===== config.mk =====
export PLATFORM = sky130hd
export DESIGN_NAME = hp_iir_iq_sched
export DESIGN_NICKNAME = d
export VERILOG_FILES = /design/src/rtl/hp_iir_iq_sched.sv
export SDC_FILE = /design/constraint.sdc
export NUM_CORES = 1
export LEC_CHECK = 0
export ABC_AREA = 1
export ABC_CLOCK_PERIOD_IN_PS = 4600
export CAP_MARGIN = 0
export CORE_UTILIZATION = 30
export DETAILED_ROUTE_END_ITERATION = 10
export SLEW_MARGIN = 20
export SYNTH_ARGS = -nofsm -noshare
export SYNTH_HDL_FRONTEND = slang
export SYNTH_SLANG_ARGS = --single-unit
export TNS_END_PERCENT = 30

===== constraint.sdc =====
create_clock -name clk -period 4.6 [get_ports clk]
set_input_delay 0.92 -clock clk [delete_from_list [all_inputs] [get_ports clk]]
set_output_delay 0.92 -clock clk [all_outputs]
set_load 0.1 [all_outputs]

===== src/rtl/hp_iir_iq_sched.sv =====
// hp_iir_iq_sched: DC-blocking high-pass IIR sequencer for the I/Q pair.
// One external pipelined multiplier is time-shared between the two channels.
module hp_iir_iq_sched #(
    parameter int                 MULT_LAT     = 1,
    parameter logic signed [7:0]  COEF_DEFAULT = 8'sd60
) (
    input  logic               clk,
    input  logic               rst_n,
    input  logic               sample_valid,
    input  logic signed [7:0]  i_in,
    input  logic signed [7:0]  q_in,
    input  logic               cfg_we,
    input  logic signed [7:0]  cfg_coef,
    input  logic               cfg_bypass,
    input  logic               clear_state,
    output logic signed [7:0]  mult_a,
    output logic signed [7:0]  mult_b,
    output logic               mult_ce,
    input  logic signed [15:0] mult_result,
    output logic signed [7:0]  i_out,
    output logic signed [7:0]  q_out,
    output logic               out_valid,
    output logic               busy,
    output logic               overrun
);

    typedef enum logic [2:0] {
        S_IDLE,
        S_MUL_I,
        S_WAIT_I,
        S_CAP_I,
        S_MUL_Q,
        S_WAIT_Q,
        S_CAP_Q,
        S_DONE
    } state_t;

    localparam logic [1:0] WAIT_LOAD = 2'(MULT_LAT > 1 ? MULT_LAT - 2 : 0);

    state_t r_state;
    state_t w_next;

    logic [1:0]        r_wcnt;
    logic signed [7:0] r_xi, r_xq;
    logic signed [7:0] r_x1_i, r_x1_q;
    logic signed [7:0] r_y1_i, r_y1_q;
    logic signed [7:0] r_coef;
    logic              r_bypass;
    logic              r_pcfg;
    logic signed [7:0] r_pcoef;
    logic              r_pbyp;
    logic              r_pclr;
    logic signed [7:0] r_ma, r_mb;
    logic signed [7:0] r_res_i, r_res_q;
    logic signed [7:0] r_i_out, r_q_out;
    logic              r_out_valid;
    logic              r_overrun;

    logic              w_idle;
    logic              w_done;
    logic              w_mul;
    logic              w_wait;
    logic              w_cap_i;
    logic              w_cap_q;
    logic              w_cfg_now;
    logic              w_clr_now;
    logic signed [7:0] w_x;
    logic signed [7:0] w_x1;
    logic signed [11:0] w_p;
    logic signed [11:0] w_s;
    logic signed [7:0] w_y;
    logic signed [7:0] w_res;
    logic              w_unused;

    // State register
    always_ff @(posedge clk) begin
        if (!rst_n) begin
            r_state <= S_IDLE;
        end else begin
            r_state <= w_next;
        end
    end

    // Next-state logic
    always_comb begin
        w_next = r_state;
        unique case (r_state)
            S_IDLE:   if (sample_valid) w_next = S_MUL_I;
            S_MUL_I:  w_next = (MULT_LAT > 1) ? S_WAIT_I : S_CAP_I;
            S_WAIT_I: if (r_wcnt == 2'd0) w_next = S_CAP_I;
            S_CAP_I:  w_next = S_MUL_Q;
            S_MUL_Q:  w_next = (MULT_LAT > 1) ? S_WAIT_Q : S_CAP_Q;
            S_WAIT_Q: if (r_wcnt == 2'd0) w_next = S_CAP_Q;
            S_CAP_Q:  w_next = S_DONE;
            S_DONE:   w_next = S_IDLE;
            default:  w_next = S_IDLE;
        endcase
    end

    // Multiplier drive: operands held between issue cycles
    always_comb begin
        mult_ce = 1'b0;
        mult_a  = r_ma;
        mult_b  = r_mb;
        unique case (r_state)
            S_MUL_I: begin
                mult_ce = 1'b1;
                mult_a  = r_coef;
                mult_b  = r_y1_i;
            end
            S_MUL_Q: begin
                mult_ce = 1'b1;
                mult_a  = r_coef;
                mult_b  = r_y1_q;
            end
            default: ;
        endcase
    end

    assign w_idle  = (r_state == S_IDLE);
    assign w_done  = (r_state == S_DONE);
    assign w_mul   = (r_state == S_MUL_I) || (r_state == S_MUL_Q);
    assign w_wait  = (r_state == S_WAIT_I) || (r_state == S_WAIT_Q);
    assign w_cap_i = (r_state == S_CAP_I);
    assign w_cap_q = (r_state == S_CAP_Q);

    assign busy      = !w_idle;
    assign i_out     = r_i_out;
    assign q_out     = r_q_out;
    assign out_valid = r_out_valid;
    assign overrun   = r_overrun;

    // Writes made while busy wait for the DONE->IDLE edge
    assign w_cfg_now = (w_idle && cfg_we) || (w_done && (cfg_we || r_pcfg));
    assign w_clr_now = (w_idle || w_done) && (clear_state || r_pclr);

    assign w_x  = w_cap_q ? r_xq : r_xi;
    assign w_x1 = w_cap_q ? r_x1_q : r_x1_i;

    // Floor of product/64, sign-extended to the 12-bit sum width
    assign w_p      = {{2{mult_result[15]}}, mult_result[15:6]};
    assign w_unused = ^mult_result[5:0];

    assign w_s = 12'(w_x) - 12'(w_x1) + w_p;

    always_comb begin
        w_y = w_s[7:0];
        if (w_s > 12'sd127) begin
            w_y = 8'sd127;
        end else if (w_s < -12'sd128) begin
            w_y = -8'sd128;
        end
    end

    assign w_res = r_bypass ? w_x : w_y;

    // Sample latch, operand hold and wait counter
    always_ff @(posedge clk) begin
        if (!rst_n) begin
            r_xi   <= '0;
            r_xq   <= '0;
            r_ma   <= '0;
            r_mb   <= '0;
            r_wcnt <= '0;
        end else begin
            if (w_idle && sample_valid) begin
                r_xi <= i_in;
                r_xq <= q_in;
            end
            if (w_mul) begin
                r_ma   <= r_coef;
                r_mb   <= (r_state == S_MUL_I) ? r_y1_i : r_y1_q;
                r_wcnt <= WAIT_LOAD;
            end else if (w_wait) begin
                r_wcnt <= r_wcnt - 2'd1;
            end
        end
    end

    // Channel history and per-sequence results
    always_ff @(posedge clk) begin
        if (!rst_n) begin
            r_x1_i  <= '0;
            r_x1_q  <= '0;
            r_y1_i  <= '0;
            r_y1_q  <= '0;
            r_res_i <= '0;
            r_res_q <= '0;
        end else begin
            if (w_clr_now) begin
                r_x1_i <= '0;
                r_x1_q <= '0;
                r_y1_i <= '0;
                r_y1_q <= '0;
            end else if (w_cap_i) begin
                r_x1_i  <= w_x;
                r_y1_i  <= w_y;
                r_res_i <= w_res;
            end else if (w_cap_q) begin
                r_x1_q  <= w_x;
                r_y1_q  <= w_y;
                r_res_q <= w_res;
            end
        end
    end

    // Coefficient, bypass and deferred writes
    always_ff @(posedge clk) begin
        if (!rst_n) begin
            r_coef   <= COEF_DEFAULT;
            r_bypass <= 1'b0;
            r_pcfg   <= 1'b0;
            r_pcoef  <= '0;
            r_pbyp   <= 1'b0;
            r_pclr   <= 1'b0;
        end else begin
            if (w_cfg_now) begin
                r_coef   <= cfg_we ? cfg_coef : r_pcoef;
                r_bypass <= cfg_we ? cfg_bypass : r_pbyp;
                r_pcfg   <= 1'b0;
            end else if (cfg_we) begin
                r_pcfg  <= 1'b1;
                r_pcoef <= cfg_coef;
                r_pbyp  <= cfg_bypass;
            end
            if (w_clr_now) begin
                r_pclr <= 1'b0;
            end else if (clear_state) begin
                r_pclr <= 1'b1;
            end
        end
    end

    // Output registers and sticky overrun
    always_ff @(posedge clk) begin
        if (!rst_n) begin
            r_i_out     <= '0;
            r_q_out     <= '0;
            r_out_valid <= 1'b0;
            r_overrun   <= 1'b0;
        end else begin
            r_out_valid <= w_done;
            if (w_done) begin
                r_i_out <= r_res_i;
                r_q_out <= r_res_q;
            end
            if (sample_valid && !w_idle) begin
                r_overrun <= 1'b1;
            end else if (cfg_we) begin
                r_overrun <= 1'b0;
            end
        end
    end

endmodule


==> reports/qor.txt, run 1 <==
run status: completed
Detailed Place HPWL: 10.42 mm
crit share post-route: 90.38%
clk slew on worst S/H paths: 0.05 ns
PortBufs: 75
fmax: 240.5 MHz
setup TNS: 0 ns
GP Congestion: 0.8450
IO Count: 82
synth cell count leaders: nand2_1 (169), dfxtp_1 (123), inv_1 (112)
register area share after synthesis: 42.30%
via count: 5123
post-CTS setup buffer count: 0
RSZ-0062 raised after global routing: no
dpl ws: 0.4459 ns
Inserted Diodes: 0
Max clock buf depth: 2
clk sinks: 123
Layout area overhead: 26.67%
Cell Area, Synth: 0.005822 sq mm
top post-synthesis cells by area: dfxtp_1 (42%), nand2_1 (11%), o21ai_0 (8.3%), inv_1 (7.2%), a21oi_1 (5.9%)
H-tree level count: 4
all-layer global routing usage: 14.98%
Mapped Cells: 810
final setup margin: 0.4425 ns
Tmin final: 4.158 ns
power per standard cell area: 728.6 mW/mm^2
Std-Cell Rows: 50
top-count cell post-synth: nand2_1
CTS Buf Count: 17
post-synth top area share: 42.30%
largest net degree at the start of global routing: 37
hold crit path type: register to register
share of cells above drive strength 1: 9.551%
CTS resizes: 0
core area: 0.01889 sq mm
Critical Path RT: 4.91 ns
Worst slew margin: 33.33%
antenna violations before repair: 0
Avg Synthesized Cell Area: 7.187 sq um
Synth Register Bits: 123
syn nets: 878
worst-skew pair later-pin latency: 0.42 ns
hold buffer count at CTS: 0
Die Height: 141.3 um
TritonCTS clock tree: built
Final Hold Fails: 0
Post-synth EDFFs: 0
WL/cell: 12.45 um
YS warnings: 0
Nets: 945
number of global-route vias before repair: 4732
Crit Path Category: register to register
Critical Path Sink Type: register
Slew @ Worst Pin: 0.9970 ns
endpoints failing setup: 0
total congestion overflow: 0
Synth cell types: 36
CP arrival: 4.47 ns
Die X: 141.3 um
vias per inst: 4.455
ANT nets after route: 0
Starting DRT DRC Count: 294
clk root buf: clkbuf_16
leading area contributor after synthesis: dfxtp_1
Die Area: 0.01997 sq mm
DRC: 0
first-pass GRT wire length: 23.57 mm
Peak supply drop: 399.5 uV
Starting Density: 30.81%
Most used DFF post-synth: dfxtp_1
P_leak: 0.003349 uW
max_cap viols: 0
Slew Limit Fails: 0
drt total wl: 14.31 mm
asr flop ratio synth: 0%
total power: 5373 uW
Setup crit start kind: register
crit path max fanout: 12
First-pass DRT Iterations: 5
skew final: 0.01027 ns
worst max-delay path, stage by stage (launching register included):
cell	delay, ns
dfxtp_1	0.47
inv_2	0.06
nor2_1	0.15
inv_2	0.07
nor2_4	0.25
buf_4	0.23
inv_1	0.06
buf_4	0.18
nand2_1	0.06
nand2_1	0.12
fa_1	0.54
inv_1	0.05
ha_1	0.34
nand2_1	0.12
inv_1	0.04
a21oi_1	0.18
nand3_1	0.09
nand2_1	0.06
nand2_1	0.14
nand2_1	0.34
nand2_1	0.15
nand3_1	0.13
nand3_1	0.09
nand2_1	0.07
inv_1	0.03
cells in the final DEF (no fill, tap or decap), drive strengths merged:
cell type,netlist,final
a211oi,2,2
a21oi,69,69
a311oi,2,2
a31oi,9,9
buf,17,28
bufinv,0,3
clkbuf,21,18
clkdlybuf4s50,0,58
clkinv,1,7
clkinvlp,0,4
dfxtp,123,123
fa,10,10
ha,12,12
inv,117,118
mux2i,2,2
nand2,176,176
nand3,39,39
nand4,2,2
nor2,81,81
nor3,3,3
o21a,2,2
o21ai,101,101
o21bai,6,6
o22ai,2,2
or2,7,7
xnor2,4,4
xor2,2,2
final cells by class:
cell class              count  area, sq um
inverters                 118        442.9
clock buffers              18        439.2
clock inverters            14        170.2
well taps                 260        325.3
multi-input cells         531         2744
fillers                  2026        11520
flip-flops and latches    123         2462
repair buffers             86        790.8
kinds of logic after synthesis:
| logic type | share of synthesized area [%] |
|---|---|
| fa+ha+maj | 6.018 |
| mux | 0.3439 |
| buf+inv | 10.70 |
| compound gates | 17.58 |
| simple gates | 22.16 |
| flops | 42.30 |
| xor+xnor | 0.9026 |
metrics by stage:
step | hold WS, ns | std cells | utilization (%) | instance area (sq um)
after floorplan | 0.4214 | 810 | - | 5822
after global placement | 0.4325 | 1118 | 35.78 | 6760
after detailed placement | 0.4423 | 1118 | 35.78 | 6760
after CTS | 0.4504 | 1150 | 39.01 | 7370
after global routing | 0.4613 | 1150 | 39.03 | 7375
final | 0.4489 | 1150 | 39.03 | 7375
power by group:
group	leakage, uW	internal, uW	total, uW	switching [uW]
sequential	0.00100	1260	1350	96.0
combinational	0.00206	719	2650	1930
clock	0.000288	866	1370	502
total	0.00335	2840	5370	2530
routing by layer:
layer	up-vias	GRT usage (%)	share of wire [%]
met3	12	3.206	4.3
met4	0	4.805	1.3
li1	2720	-	-
met5	-	0	0
met1	2290	20.85	49
met2	101	23.01	45
worst paths after layout:
kind               from          to  cells after the start  slack [ns]
max reg2reg  r_state[1]  r_res_q[0]                     24        0.44
max          r_state[1]  r_res_q[0]                     24        0.44
min          r_pcoef[1]  r_pcoef[1]                      2        0.45
min reg2reg  r_pcoef[1]  r_pcoef[1]                      2        0.45
No activity file was read; power rests on OpenSTA's default activity.
==> run 2, diff against run 1 <==
PLACE_DENSITY = 0.51   (was unset)
SLEW_MARGIN = 25   (was 20)
==> run 2 against run 1 <==
First-iteration DRC count is 9.5% higher; clock skew shrank 0.0014 ns; worst setup slack improved by 0.091 ns; clock-buffer cell count up 1; total power decreased by 0.94%; die area unchanged; non-clock buffer count down 2; final area is 0.49% lower; wire length up 3.8%; largest cell class unchanged.
==> reports/qor.txt, run 2 (same netlist as run 1, synthesis figures left out) <==
CTS Buf Count: 17
setup TNS: 0 ns
flop2flop setup slack: 0.53 ns
Worst path max stage delay: 0.54 ns
run status: completed
Crit Path Category: register to register
worst r2r dst: r_res_i[0]
Critical Path RT: 4.93 ns
endpoints failing setup: 0
worst r2r src: r_state[1]
Worst Hold Path EP: r_pcoef[2]
Slew Limit Fails: 0
hold_sp: r_pcoef[2]
clk root buf: clkbuf_16
Slew @ Worst Pin: 0.9812 ns
Inserted Diodes: 0
Final Hold Fails: 0
RSZ-0062 raised after global routing: no
via count: 5083
Starting DRT DRC Count: 322
P_leak: 0.003336 uW
number of global-route vias before repair: 4767
Min-Delay Path Depth: 2
First-pass DRT Iterations: 4
worst-skew pair later-pin latency: 0.42 ns
hold crit path type: register to register
TritonCTS clock tree: built
hold buffer count at CTS: 0
PortBufs: 75
CP dominant cell by count: nand2_1
antenna violations before repair: 0
ANT nets after route: 0
DRC: 0
power per standard cell area: 725.3 mW/mm^2
Starting Density: 30.81%
Die Area: 0.01997 sq mm
critical path's slowest cell: fa_1
largest net degree at the start of global routing: 47
Register Area: 0.002462 sq mm
Std-Cell Rows: 50
Layout area overhead: 26.05%
Final Cell Area: 0.007338 sq mm
Worst slew margin: 34.38%
skew final: 0.008872 ns
Critical Path Sink Type: register
Detailed Place HPWL: 10.65 mm
drt total wl: 14.86 mm
fmax: 245.9 MHz
Post-DP Area: 0.006750 sq mm
all-layer global routing usage: 15.92%
Setup crit start kind: register
cells on worst reg2reg path: 23
filler cell count in the final layout: 2064
share of cells above drive strength 1: 9.347%
first-pass GRT wire length: 24.56 mm
Die Height: 141.3 um
vias per inst: 4.428
crit share post-route: 88.40%
IO Count: 82
H-tree level count: 4
Multi-input gate area: 0.002746 sq mm
delay-heaviest family, CP: simple AND/OR/NAND/NOR gates
max_cap viols: 0
core area: 0.01889 sq mm
clk sinks: 123
crit path cell chain: inv_2 > nor2_1 > inv_2 > nor2_4 > buf_4 > inv_1 > nand2_1 > nand2_1 > fa_1 > inv_1 > ha_1 > nand2_1 > inv_1 > a21oi_1 > nand3_1 > nand2_1 > nand2_1 > nand2_2 > nand2_1 > nand3_1 > nand3_1 > nand2_1 > inv_1
Die X: 141.3 um
total congestion overflow: 0
GP Congestion: 0.7884
Tmin final: 4.067 ns
Max clock buf depth: 2
Nets: 943
Buf+Inv Stages, Crit Path: 7
WL/cell: 12.94 um
crit path max fanout: 15
Peak supply drop: 291.3 uV
commonest cells after routing, fill and taps aside: nand2_1 (168), dfxtp_1 (123), inv_1 (112)
CP arrival: 4.39 ns
most common cell after layout, fill and taps aside: nand2_1
clk slew on worst S/H paths: 0.06 ns
==> run 2: worst max-delay path by stage <==
stage	cells after the start	end	startpoint	slack, ns
floorplan	24	r_y1_i[4]	r_state[1]	1.14
global placement	23	r_res_i[1]	r_state[1]	0.38
detailed placement	23	r_res_i[0]	r_state[1]	0.36
CTS	23	r_res_i[1]	r_state[1]	0.35
global route	23	r_res_i[4]	r_state[1]	0.05
finish	23	r_res_i[0]	r_state[1]	0.53
==> run 2: layer usage <==
metal,GRT usage (%),up-vias,routed length (um)
met5,0,-,0
met4,5.320,0,177
met3,3.915,14,492
met2,24.52,70,6647
met1,21.71,2289,7540
li1,-,2710,-
==> run 2: what timing repair did <==
item | CTS | global route
endpoints found under the setup margin | 0 | 4
buffers inserted | 0 | 0
resized for setup | 0 | 1
==> run 2: per-stage QoR <==
stage | util [%] | hold slack, ns | instances | setup WS, ns | power, uW
6_report | 38.84 | 0.4447 | 1148 | 0.5335 | 5323
3_5_place_dp | 35.73 | 0.4403 | 1116 | 0.3596 | 4041
2_1_floorplan | - | 0.4214 | 810 | 1.141 | 3438
3_3_place_gp | 35.73 | 0.4346 | 1116 | 0.3805 | 4032
5_1_grt | 38.84 | 0.4583 | 1148 | 0.05318 | 5725
4_1_cts | 38.83 | 0.4490 | 1148 | 0.3510 | 5373
==> run 2: final cells by class <==
class	instances	share of cell area, %
timing repair buffer	84	10.57
tap	260	4.433
clock buffer	19	6.036
inverter	118	6.036
sequential	123	33.55
multi-input combinational	531	37.43
clock inverter	13	1.944
==> run 2: worst reg2reg max path: stages (launching register included) <==
cell and delay (ns):
dfxtp_1 0.47, inv_2 0.06, nor2_1 0.15, inv_2 0.07
nor2_4 0.16, buf_4 0.23, inv_1 0.27, nand2_1 0.13
nand2_1 0.14, fa_1 0.54, inv_1 0.05, ha_1 0.35
nand2_1 0.11, inv_1 0.04, a21oi_1 0.17, nand3_1 0.09
nand2_1 0.06, nand2_1 0.17, nand2_2 0.26, nand2_1 0.11
nand3_1 0.11, nand3_1 0.09, nand2_1 0.10, inv_1 0.04
==> run 2: power by group <==
group	leakage [uW]	switching, uW	total (uW)	internal [uW]
Clock	0.000284	511	1320	814
Sequential	0.00100	94.8	1350	1260
Combinational	0.00205	1930	2650	721
